==> src/rtl/uart_cmd_tx.sv <==
// ---------------------------------------------------------------------------
// uart_cmd_tx
//   Serialises the 8-bit device command byte onto the UART tx line as 8N1
//   frames. A frame is sent when the byte changes, when the refresh timer
//   expires after a quiet period, or when send_req forces one. Triggers seen
//   while a frame is in flight collapse into a single follow-up frame.
//
//   Optional build macro UART_TX_PARITY_EN: inserts an even-parity bit
//   between the data bits and the stop bit (frame becomes 11 bit times).
//
// Ports
//   sys_clk    in   1  system clock
//   rst        in   1  asynchronous active-low reset
//   data_in    in   8  command byte to transmit
//   send_req   in   1  single-cycle pulse, forces a frame of current data_in
//   tx         out  1  UART serial line, idle high
//   busy       out  1  high from first start-bit cycle to last stop-bit cycle
//   tx_done    out  1  one-cycle pulse in the cycle after the last stop bit
//   frame_cnt  out 16  completed frames, wraps at 16'hFFFF
// ---------------------------------------------------------------------------
module uart_cmd_tx #(
  parameter int unsigned CLKS_PER_BIT   = 10417,
  parameter int unsigned REFRESH_CYCLES = 1000000
) (
  input  logic        sys_clk,
  input  logic        rst,
  input  logic [7:0]  data_in,
  input  logic        send_req,
  output logic        tx,
  output logic        busy,
  output logic        tx_done,
  output logic [15:0] frame_cnt
);

  localparam int unsigned CNT_W = (CLKS_PER_BIT > 1) ? $clog2(CLKS_PER_BIT) : 1;
  localparam int unsigned REF_W = (REFRESH_CYCLES > 1) ? $clog2(REFRESH_CYCLES) : 1;
  localparam logic [CNT_W-1:0] CNT_LAST = CNT_W'(CLKS_PER_BIT - 1);
  localparam logic [REF_W-1:0] REF_LAST = REF_W'(REFRESH_CYCLES - 1);

  // PARITY is only ever entered when the parity build option is enabled.
  typedef enum logic [2:0] {IDLE, START, DATA, PARITY, STOP} state_e;

  state_e            state_q, state_d;
  logic [CNT_W-1:0]  cnt_q, cnt_d;
  logic [2:0]        idx_q, idx_d;
  logic [7:0]        data_q, data_d;
  logic [7:0]        last_sent_q, last_sent_d;
  logic              last_valid_q, last_valid_d;
  logic              pending_q, pending_d;
  logic [REF_W-1:0]  refresh_q, refresh_d;
  logic              tx_q, tx_d;
  logic              done_q, done_d;
  logic [15:0]       frame_cnt_q, frame_cnt_d;

  logic trigger;
  logic bit_end;

  assign bit_end = (cnt_q == CNT_LAST);
  assign trigger = !last_valid_q || (data_in != last_sent_q) ||
                   (refresh_q == REF_LAST) || send_req;

  always_comb begin
    // NOTE: every next-state signal is defaulted first so that no branch can
    // leave one unassigned, which would otherwise infer a latch.
    state_d      = state_q;
    cnt_d        = cnt_q;
    idx_d        = idx_q;
    data_d       = data_q;
    last_sent_d  = last_sent_q;
    last_valid_d = last_valid_q;
    pending_d    = pending_q;
    refresh_d    = refresh_q;
    done_d       = 1'b0;
    frame_cnt_d  = frame_cnt_q;
    tx_d         = 1'b1;

    // Any trigger during a frame is remembered; a data change is compared
    // against last_sent again once the line is idle.
    if (state_q != IDLE && trigger) pending_d = 1'b1;

    unique case (state_q)
      IDLE: begin
        if (trigger || pending_q) begin
          state_d      = START;
          cnt_d        = '0;
          idx_d        = '0;
          data_d       = data_in;
          last_sent_d  = data_in;
          last_valid_d = 1'b1;
          pending_d    = 1'b0;
          refresh_d    = '0;
        end else if (refresh_q != REF_LAST) begin
          refresh_d = refresh_q + 1'b1;
        end
      end
      START: begin
        cnt_d = bit_end ? '0 : cnt_q + 1'b1;
        if (bit_end) begin
          state_d = DATA;
          idx_d   = '0;
        end
      end
      DATA: begin
        cnt_d = bit_end ? '0 : cnt_q + 1'b1;
        if (bit_end) begin
          if (idx_q == 3'd7) begin
            idx_d = '0;
`ifdef UART_TX_PARITY_EN
            state_d = PARITY;
`else
            state_d = STOP;
`endif
          end else begin
            idx_d = idx_q + 1'b1;
          end
        end
      end
      PARITY: begin
        cnt_d = bit_end ? '0 : cnt_q + 1'b1;
        if (bit_end) state_d = STOP;
      end
      STOP: begin
        cnt_d = bit_end ? '0 : cnt_q + 1'b1;
        if (bit_end) begin
          state_d     = IDLE;
          done_d      = 1'b1;
          frame_cnt_d = frame_cnt_q + 16'd1;
        end
      end
      default: state_d = IDLE;
    endcase

    // The line level is decoded from next-state values and registered, so
    // tx changes exactly on the edge that enters each bit and never glitches.
    unique case (state_d)
      START:   tx_d = 1'b0;
      DATA:    tx_d = data_d[idx_d];
      PARITY:  tx_d = ^data_d;
      default: tx_d = 1'b1;
    endcase
  end

  // NOTE: state registers use non-blocking assignments so every flop samples
  // the pre-edge values regardless of statement order.
  always_ff @(posedge sys_clk or negedge rst) begin
    if (!rst) begin
      state_q      <= IDLE;
      cnt_q        <= '0;
      idx_q        <= '0;
      data_q       <= '0;
      last_sent_q  <= 8'h00;
      last_valid_q <= 1'b0;
      pending_q    <= 1'b0;
      refresh_q    <= '0;
      tx_q         <= 1'b1;
      done_q       <= 1'b0;
      frame_cnt_q  <= '0;
    end else begin
      state_q      <= state_d;
      cnt_q        <= cnt_d;
      idx_q        <= idx_d;
      data_q       <= data_d;
      last_sent_q  <= last_sent_d;
      last_valid_q <= last_valid_d;
      pending_q    <= pending_d;
      refresh_q    <= refresh_d;
      tx_q         <= tx_d;
      done_q       <= done_d;
      frame_cnt_q  <= frame_cnt_d;
    end
  end

  assign tx        = tx_q;
  assign busy      = (state_q != IDLE);
  assign tx_done   = done_q;
  assign frame_cnt = frame_cnt_q;

endmodule

==> config.mk <==
export PLATFORM = sky130hd
export DESIGN_NAME = uart_cmd_tx
export DESIGN_NICKNAME = d
export VERILOG_FILES = /design/src/rtl/uart_cmd_tx.sv
export SDC_FILE = /design/constraint.sdc
export NUM_CORES = 1
export LEC_CHECK = 0
export CORE_UTILIZATION = 50
export DETAILED_ROUTE_END_ITERATION = 12
export HOLD_SLACK_MARGIN = 0.12
export PLACE_DENSITY = 0.67
export SLEW_MARGIN = 20
export SYNTH_ARGS = -nofsm -noshare
export SYNTH_HDL_FRONTEND = slang
export SYNTH_SLANG_ARGS = --single-unit
==> constraint.sdc <==
create_clock -name sys_clk -period 3.64 [get_ports sys_clk]
set_input_delay 0.546 -clock sys_clk [delete_from_list [all_inputs] [get_ports sys_clk]]
set_output_delay 0.546 -clock sys_clk [all_outputs]
set_load 0.005 [all_outputs]
Yosys cells after proc, flatten, opt, wreduce, memory -nomap -nowiden

Cells that the tools add are included.

Register bits: 76
Output and inout bits: 19
Bits of input ports: 11

Order comparisons: 1
Mux-type cells: 27
Add/sub/neg operators: 4
Equality and inequality tests: 13
Reduce and logical (&&, ||, !) cells: 16

Operators with widths:

| operator                                             | number |
|---|---|
| two-way mux 20 bit                                   | 2 |
| two-way mux 3 bit                                    | 10 |
| two-way mux 14 bit                                   | 2 |
| one-hot mux 14 bit (2 select lines)                  | 1 |
| adder 20 x 1 -> 20 bit (second input constant)       | 1 |
| equality test 20 bit (second input constant)         | 1 |
| inequality test 20 bit (second input constant)       | 1 |
| adder 16 x 1 -> 16 bit (second input constant)       | 1 |
| two-way mux 8 bit                                    | 2 |
| one-hot mux 3 bit (5 select lines)                   | 1 |
| adder 14 x 1 -> 14 bit (second input constant)       | 1 |
| equality test 14 bit (second input constant)         | 1 |
| equality test 3 x 2 -> 1 bit (second input constant) | 4 |
| one-hot mux 3 bit (3 select lines)                   | 1 |
| inequality test 8 bit                                | 1 |
| AND reduction 2 bit                                  | 4 |
| parity 8 bit                                         | 1 |
| equality test 3 x 1 -> 1 bit (second input constant) | 2 |
| equality test 3 bit (second input constant)          | 2 |
| two-way mux 1 bit                                    | 6 |
| logical OR 1 bit                                     | 4 |
| < comparator 3 x 4 -> 1 bit (second input constant)  | 1 |
| nonzero test 2 bit                                   | 2 |
| OR reduction 4 bit                                   | 1 |
| other kinds (8)                                      | 8 |

Longest topological paths before layout

Gate-level depths: netlist of the first run.

Depth after elaboration: 10
Gate-level depth with buffers: 12
Depth with buffers taken out: 10

Worst setup path after synthesis of the first run

No wires, ideal clock.

Path type: register to register
Start: register cnt_q[0]
End: register tx_q (netlist: tx)
Buffers on the path: 1
Data required time: 3,549 ps
Cell stages (with the launch flop): 11
Library setup time: 91 ps
Data arrival time: 2,681 ps
Path slack: 868 ps
Cells stage by stage: dfrtp_1 -> inv_1 -> ha_1 -> or4b_1 -> or4_1 -> buf_6 -> o31ai_4 -> o211ai_4 -> mux2_4 -> o311ai_2 -> o211ai_1

Longest elaborated chain between the ends: 6
Elaborated cells between the ends (all ways): 15
Classes of those cells: eq/ne (4); mux (11)

RTL lines:

| element                                 | line    | text |
|---|---|---|
| from (decl)                             | 44      | `logic [CNT_W-1:0] cnt_q, cnt_d;` |
| from (signal assigned)                  | 160     | `cnt_q <= cnt_d;` |
| equality test 14 bit *                  | 58      | `assign bit_end = (cnt_q == CNT_LAST);` |
| two-way mux 3 bit (on tied branches)    | 105, 98 |  |
| one-hot mux 3 bit (3 select lines)      | 81      | `unique case (state_q)` |
| binary-select mux 1 bit (select 3 bit)  | 137     | `DATA: tx_d = data_d[idx_d];` |
| two-way mux 1 bit (implied by the code) | 137     |  |
| one-hot mux 1 bit (3 select lines) *    | 135     | `unique case (state_d)` |
| via tx_d                                | 51      | `logic tx_q, tx_d;` |
| to (signal assigned)                    | 167     | `tx_q <= tx_d;` |
| to (decl)                               | 51      |  |

The timed path passes the listed nets; every way through them passes the cells marked *. The select of a mux whose other input is x is not followed.
A chain may end at the register's enable or synchronous reset.

Worst setup path after layout of the first run

Ends and elaborated chain as after synthesis.

==> results.cfg, run 1 <==
[clocking]
cts-root-buf = clkbuf_8
cts_max_level = 3
path_clk_slew_ns = 0.09
cts_resized = 0
cts_tree = built
post_cts_buffers = 0
cts.sinks = 76
numCtsBuffers = 9
cts.path.max_buffers = 2
clk_latency_ns = 0.35
cts_hold_buf = 0

[yosys]
synthAdderAreaFrac_pct = 1.90
yosysTopAreaCell = dfrtp_1
synthArstFlopShare_pct = 100
post_synth_most_frequent_cells = 84 x nand2_1, 75 x dfrtp_1, 45 x nor2_1, 26 x o21ai_0, 25 x xnor2_1
synth.top_cell.area_share_pct = 47.5
yosysWarnings = 0
ys.flop_type = dfrtp_1
synth_edf_count = 0
synth_top_family_by_area = simple AND/OR/NAND/NOR gates
synth_compound_area_share_pct = 9.41
synth_simple_gate_area_share_pct = 25.9
synth_cell_types = 51
syn-cell-area_sq_um = 3950
synth_cells = 424
synth-xor-area-share_pct = 10.4
synth.net_count = 441
synth_area_leaders = dfrtp_1 48%, nand2_1 8.0%, xnor2_1 5.5%
muxShareOfSynthArea_pct = 1.93
ys_seq_area_share_pct = 48.2
avgSynthCellArea_sq_um = 9.31
yosysMostFrequentCell = nand2_1
ys_seq_elements = 76

[layout]
fillers = 679
drive_above_1_share_pct = 7.21
layout.nets = 470
stdcell_count = 560
area_growth_pct = 15.2
num_antenna_cells = 0

[place]
place_ws_ns = 0.609
port_buffers = 29
placed_cells_incl_taps = 544
hpwl_mm = 5.17
gp_congestion = 0.829

[floorplanning]
dieHeight_um = 90.9
core-area_sq_um = 7690
dieArea_sq_um = 8250
ios = 30
start_util_pct = 51.4
placementRows = 32
die_w_um = 90.9

[routing]
drtIter0Drc = 166
drt-pass1-iter-count = 4
vias_per_cell = 5.34
ant_nets = 0
wl_per_cell_um = 13.7
wl_mm = 7.68
drc = 0
vias = 2992

[timing]
fin_skew_ns = 0.0173
setup_slack_ns = 0.601
finalHoldViolations = 0
maxSlewViolCount = 0
setup_viol = 0
fin_tns_setup_ns = 0
maxSlewHeadroom_pct = 37.8
min_period_over_period_pct = 83.5
rsz0062_at_grt = false
fin_crit_ns = 3.04
fmax_mhz = 329
worst_slew_pin_slew_ns = 0.932
holdWs_ns = 0.343

[min_path]
hold_path_class = in -> async

[critical_path]
max_stage_delay_ns = 0.52
path_buf_inv = 2
arrival_ns = 3.32
required_ns = 3.92
critPathCaptureType = flop
crit_chain = inv_1, ha_1, or4b_1, or4_1, buf_4, nor4_4, a21oi_1, mux2i_1, o311ai_2, o211ai_1
cp-start-kind = flop
criticalPathCategory = reg -> reg
slowest_stage = or4_1
crit_family = simple AND/OR/NAND/NOR gates
critPathMaxFanout = 17

[global_routing]
antenna_found_initial = 0
grt_max_degree = 77
grt.total_usage_pct = 20.0
grt_pass1_wl_mm = 13.2
grt_overflow_total = 0
grt_pass1_vias = 2866

[run]
maxCapViolations = 0

[power]
powerDensity_nw_per_um2 = 358
ir_worst_vdd_v = 0.000226
leakage_uw = 0.00200

[outcome]
outcome = complete, no violations
kinds of logic after synthesis:
family	after synthesis
multiplexers	7
XOR/XNOR	47
AO/OA/AOI/OAI	56
flip-flops	76
buffers and inverters	21
adder cells (fa/ha/maj)	6
AND/OR/NAND/NOR	211
cell usage in the layout (no fill, tap or decap), drive strengths merged, types with 5 or more instances in the layout:
cell,instances
nor3,12
a21oi,10
clkdlybuf4s50,28
o21ai,26
nand3,20
nand4,9
ha,6
inv,6
clkbuf,12
nor2,46
xor2,22
and3,9
nand2,85
mux2i,5
xnor2,25
buf,5
dfrtp,75
through the flow:
stage / utilization, % / total power (uW) / area (sq um)
4_1_cts: 59.1 / 1640 / 4550
2_1_floorplan: - / 900 / 3950
6_report: 59.1 / 1630 / 4550
5_1_grt: 59.1 / 1680 / 4550
3_5_place_dp: 56.3 / 936 / 4330
3_3_place_gp: 56.3 / 935 / 4330
layout make-up:
class                           count  area [sq um]  area share, %
Clock buffer                       12           145           3.19
Clock inverter                      4          72.6           1.60
Inverter                            6          22.5          0.495
Multi-Input combinational cell    327          1960           43.0
Sequential cell                    76          1900           41.9
Tap cell                          102           128           2.81
Timing Repair Buffer               33           318           6.99
flip-flops by register name, summed over array words and instances (netlist names):
name and flops:
refresh_q 20, frame_cnt 16, cnt_q 14, data_q 8
last_sent_q 8, idx_q 3, state_q 3, last_valid_q 1
pending_q 1, tx 1, tx_done 1
path summary, 6_finish.rpt:
kind,endpoint,cells past startpoint,slack (ns),start
max,tx$_DFF_PN1_,10,0.60,cnt_q[0]$_DFFE_PN0P_
min,cnt_q[11]$_DFFE_PN0P_,1,0.34,rst
max in group asynchronous,last_sent_q[1]$_DFFE_PN0P_,1,2.71,rst
max reg2reg,tx$_DFF_PN1_,10,0.60,cnt_q[0]$_DFFE_PN0P_
min reg2reg,last_valid_q$_DFFE_PN0P_,1,0.47,last_valid_q$_DFFE_PN0P_
min in group sys_clk,last_valid_q$_DFFE_PN0P_,1,0.47,last_valid_q$_DFFE_PN0P_
layer usage:
layer	up-vias	part of all wire [%]	global-route usage, %
li1	1504	-	-
met1	1437	50	28.0
met2	43	47	31.1
met3	8	2.5	2.86
met4	0	1.1	8.73
met5	-	0	0
power by group:
group | switching [uW] | leakage (uW) | internal [uW]
logic | 32.2 | 0.000952 | 26.2
registers | 7.45 | 0.000940 | 851
clock network | 305 | 0.000107 | 405
total | 345 | 0.00200 | 1280
No activity file was read; power rests on OpenSTA's default activity.
==> run 2: changes to the inputs <==
--- a/config.mk
+++ b/config.mk
@@ -8,7 +8,7 @@
 export CORE_UTILIZATION = 50
 export DETAILED_ROUTE_END_ITERATION = 12
 export HOLD_SLACK_MARGIN = 0.12
-export PLACE_DENSITY = 0.67
+export PLACE_DENSITY = 0.7
 export SLEW_MARGIN = 20
 export SYNTH_ARGS = -nofsm -noshare
 export SYNTH_HDL_FRONTEND = slang
==> constraint.sdc (replaced) <==
create_clock -name sys_clk -period 2.5 [get_ports sys_clk]
set_input_delay 0.375 -clock sys_clk [delete_from_list [all_inputs] [get_ports sys_clk]]
set_output_delay 0.375 -clock sys_clk [all_outputs]
set_load 0.005 [all_outputs]
==> results.cfg, run 2 (same netlist as run 1, synthesis figures left out) <==
[outcome]
outcome = finished with violations
violations = negative setup slack

[timing]
fin_skew_ns = 0.00954
maxSlewViolCount = 0
fmax_mhz = 362
setup_slack_ns = -0.265
holdWs_ns = 0.481
rsz0062_at_grt = true
setup_viol = 23
fin_crit_ns = 2.76
worst_slew_pin_slew_ns = 0.579
min_period_over_period_pct = 111
finalHoldViolations = 0
maxSlewHeadroom_pct = 61.0
fin_tns_setup_ns = -3.29

[critical_path]
crit_chain = inv_2, ha_4, or4b_1, or4_4, buf_12, buf_8, nor2_8, and4_4, nand2_2, or2_4, nor2_4, xor2_1
arrival_ns = 3.03
slowest_stage = or4_4
path_buf_inv = 3
required_ns = 2.76
cp-start-kind = flop
critPathCaptureType = flop
criticalPathCategory = reg -> reg
critPathMaxFanout = 8
max_stage_delay_ns = 0.51
crit_family = simple AND/OR/NAND/NOR gates

[clocking]
cts-root-buf = clkbuf_8
cts_tree = built
cts_max_level = 3
path_clk_slew_ns = 0.08
cts.path.max_buffers = 2
clk_latency_ns = 0.34
numCtsBuffers = 9
cts.sinks = 76

[layout]
stdcell_count = 608
layout_common_cells = 78 x nand2_1, 75 x dfrtp_1, 44 x buf_4, 39 x nor2_1, 28 x clkdlybuf4s50_1
layout.nets = 518
final_common_cell = nand2_1
multi_input_area_sq_um = 2110
ff_latch_area_sq_um = 1900
drive_above_1_share_pct = 22.1
largest_register = refresh_q
area_growth_pct = 30.0
num_antenna_cells = 0
fillers = 616
largest_reg_flops = 20

[routing]
drc = 0
ant_nets = 0
route.met3.wl_um = 288
drt-pass1-iter-count = 5
wl_met1_mm = 3.97
wl_met2_mm = 4.21
top_layer = met4
vias_per_cell = 5.37
drtIter0Drc = 245
vias = 3267
wl_per_cell_um = 14.2
wl_mm = 8.63

[place]
gp_congestion = 0.826
place_ws_ns = -0.331
placed_cells_incl_taps = 583
port_buffers = 29
hpwl_mm = 5.96

[floorplanning]
start_util_pct = 51.4
placementRows = 32
die_w_um = 90.9
ios = 30
dieHeight_um = 90.9
dieArea_sq_um = 8250
core-area_sq_um = 7690

[run]
maxCapViolations = 0

[global_routing]
antenna_found_initial = 0
grt_pass1_vias = 3238
grt_overflow_total = 0
grt_pass1_wl_mm = 14.9
grt_max_degree = 41
grt.total_usage_pct = 22.7

[power]
leakage_uw = 0.00233
p_int_uw = 1940
p_seq_share_pct = 50.9
pwr-share-comb_pct = 4.0
pwr-share-clk_pct = 45.1
finalPower_uw = 2450
powerDensity_nw_per_um2 = 478
ir_worst_vdd_v = 0.000275
switching_power_uw = 509
switching_share_pct = 20.7

[min_path]
hold_path_class = reg -> reg
run 2: cell types whose count changed in the layout (fill, tap and decap cells not counted), sizes merged:
cell         change
buf             +47
bufinv           +1
clkbuf           -1
clkinv           +1
clkinvlp         -1
dlygate4sd3      +1
run 2: power groups by stage:
stage / combinational, uW / sequential, uW / clock (uW)
after floorplan: 39.0 / 1270 / 0
after global placement: 94.9 / 1270 / 0
after detailed placement: 96.8 / 1270 / 0
after CTS: 98.5 / 1250 / 1130
after global routing: 110 / 1250 / 1180
final: 97.7 / 1250 / 1110
run 2: stage by stage:
stage	utilization (%)	cell area, sq um
2_1_floorplan	-	3970
3_3_place_gp	60.7	4670
3_5_place_dp	60.7	4670
4_1_cts	65.5	5040
5_1_grt	66.8	5130
6_report	66.8	5130
run 2: area by class of cell:
class                           instances  share of cell area (%)
Multi-Input combinational cell        327                    41.2
Sequential cell                        76                    37.1
Timing Repair Buffer                   81                    14.3
Clock buffer                           11                    2.56
Tap cell                              102                    2.49
Clock inverter                          5                    1.95
Inverter                                6                   0.439
run 2: layer usage:
layer / global-route usage (%) / vias to the layer above
met5: 0 / -
li1: - / 1601
met4: 9.52 / 0
met3: 3.54 / 16
met1: 29.8 / 1577
met2: 37.4 / 73
run 2: path summary, 6_finish.rpt:
| path | start | to | slack, ns | cells past startpoint |
|---|---|---|---|---|
| min in group asynchronous | rst | cnt_q[12]$_DFFE_PN0P_ | 0.55 | 2 |
| max in group asynchronous | rst | tx$_DFF_PN1_ | 1.24 | 3 |
| worst min-delay path | frame_cnt[15]$_DFFE_PN0P_ | frame_cnt[15]$_DFFE_PN0P_ | 0.48 | 1 |
| worst max-delay path | cnt_q[0]$_DFFE_PN0P_ | frame_cnt[12]$_DFFE_PN0P_ | -0.26 | 12 |
| worst min register to register | frame_cnt[15]$_DFFE_PN0P_ | frame_cnt[15]$_DFFE_PN0P_ | 0.48 | 1 |
| worst max register to register | cnt_q[0]$_DFFE_PN0P_ | frame_cnt[12]$_DFFE_PN0P_ | -0.26 | 12 |
run 2: repair_timing:
item	in CTS	in global routing
pin swaps	10	14
endpoints found under the setup margin	25	30
buffers inserted	6	5
hold buffers	1	0
gates resized for setup	33	28
endpoints found under the hold margin	38	0
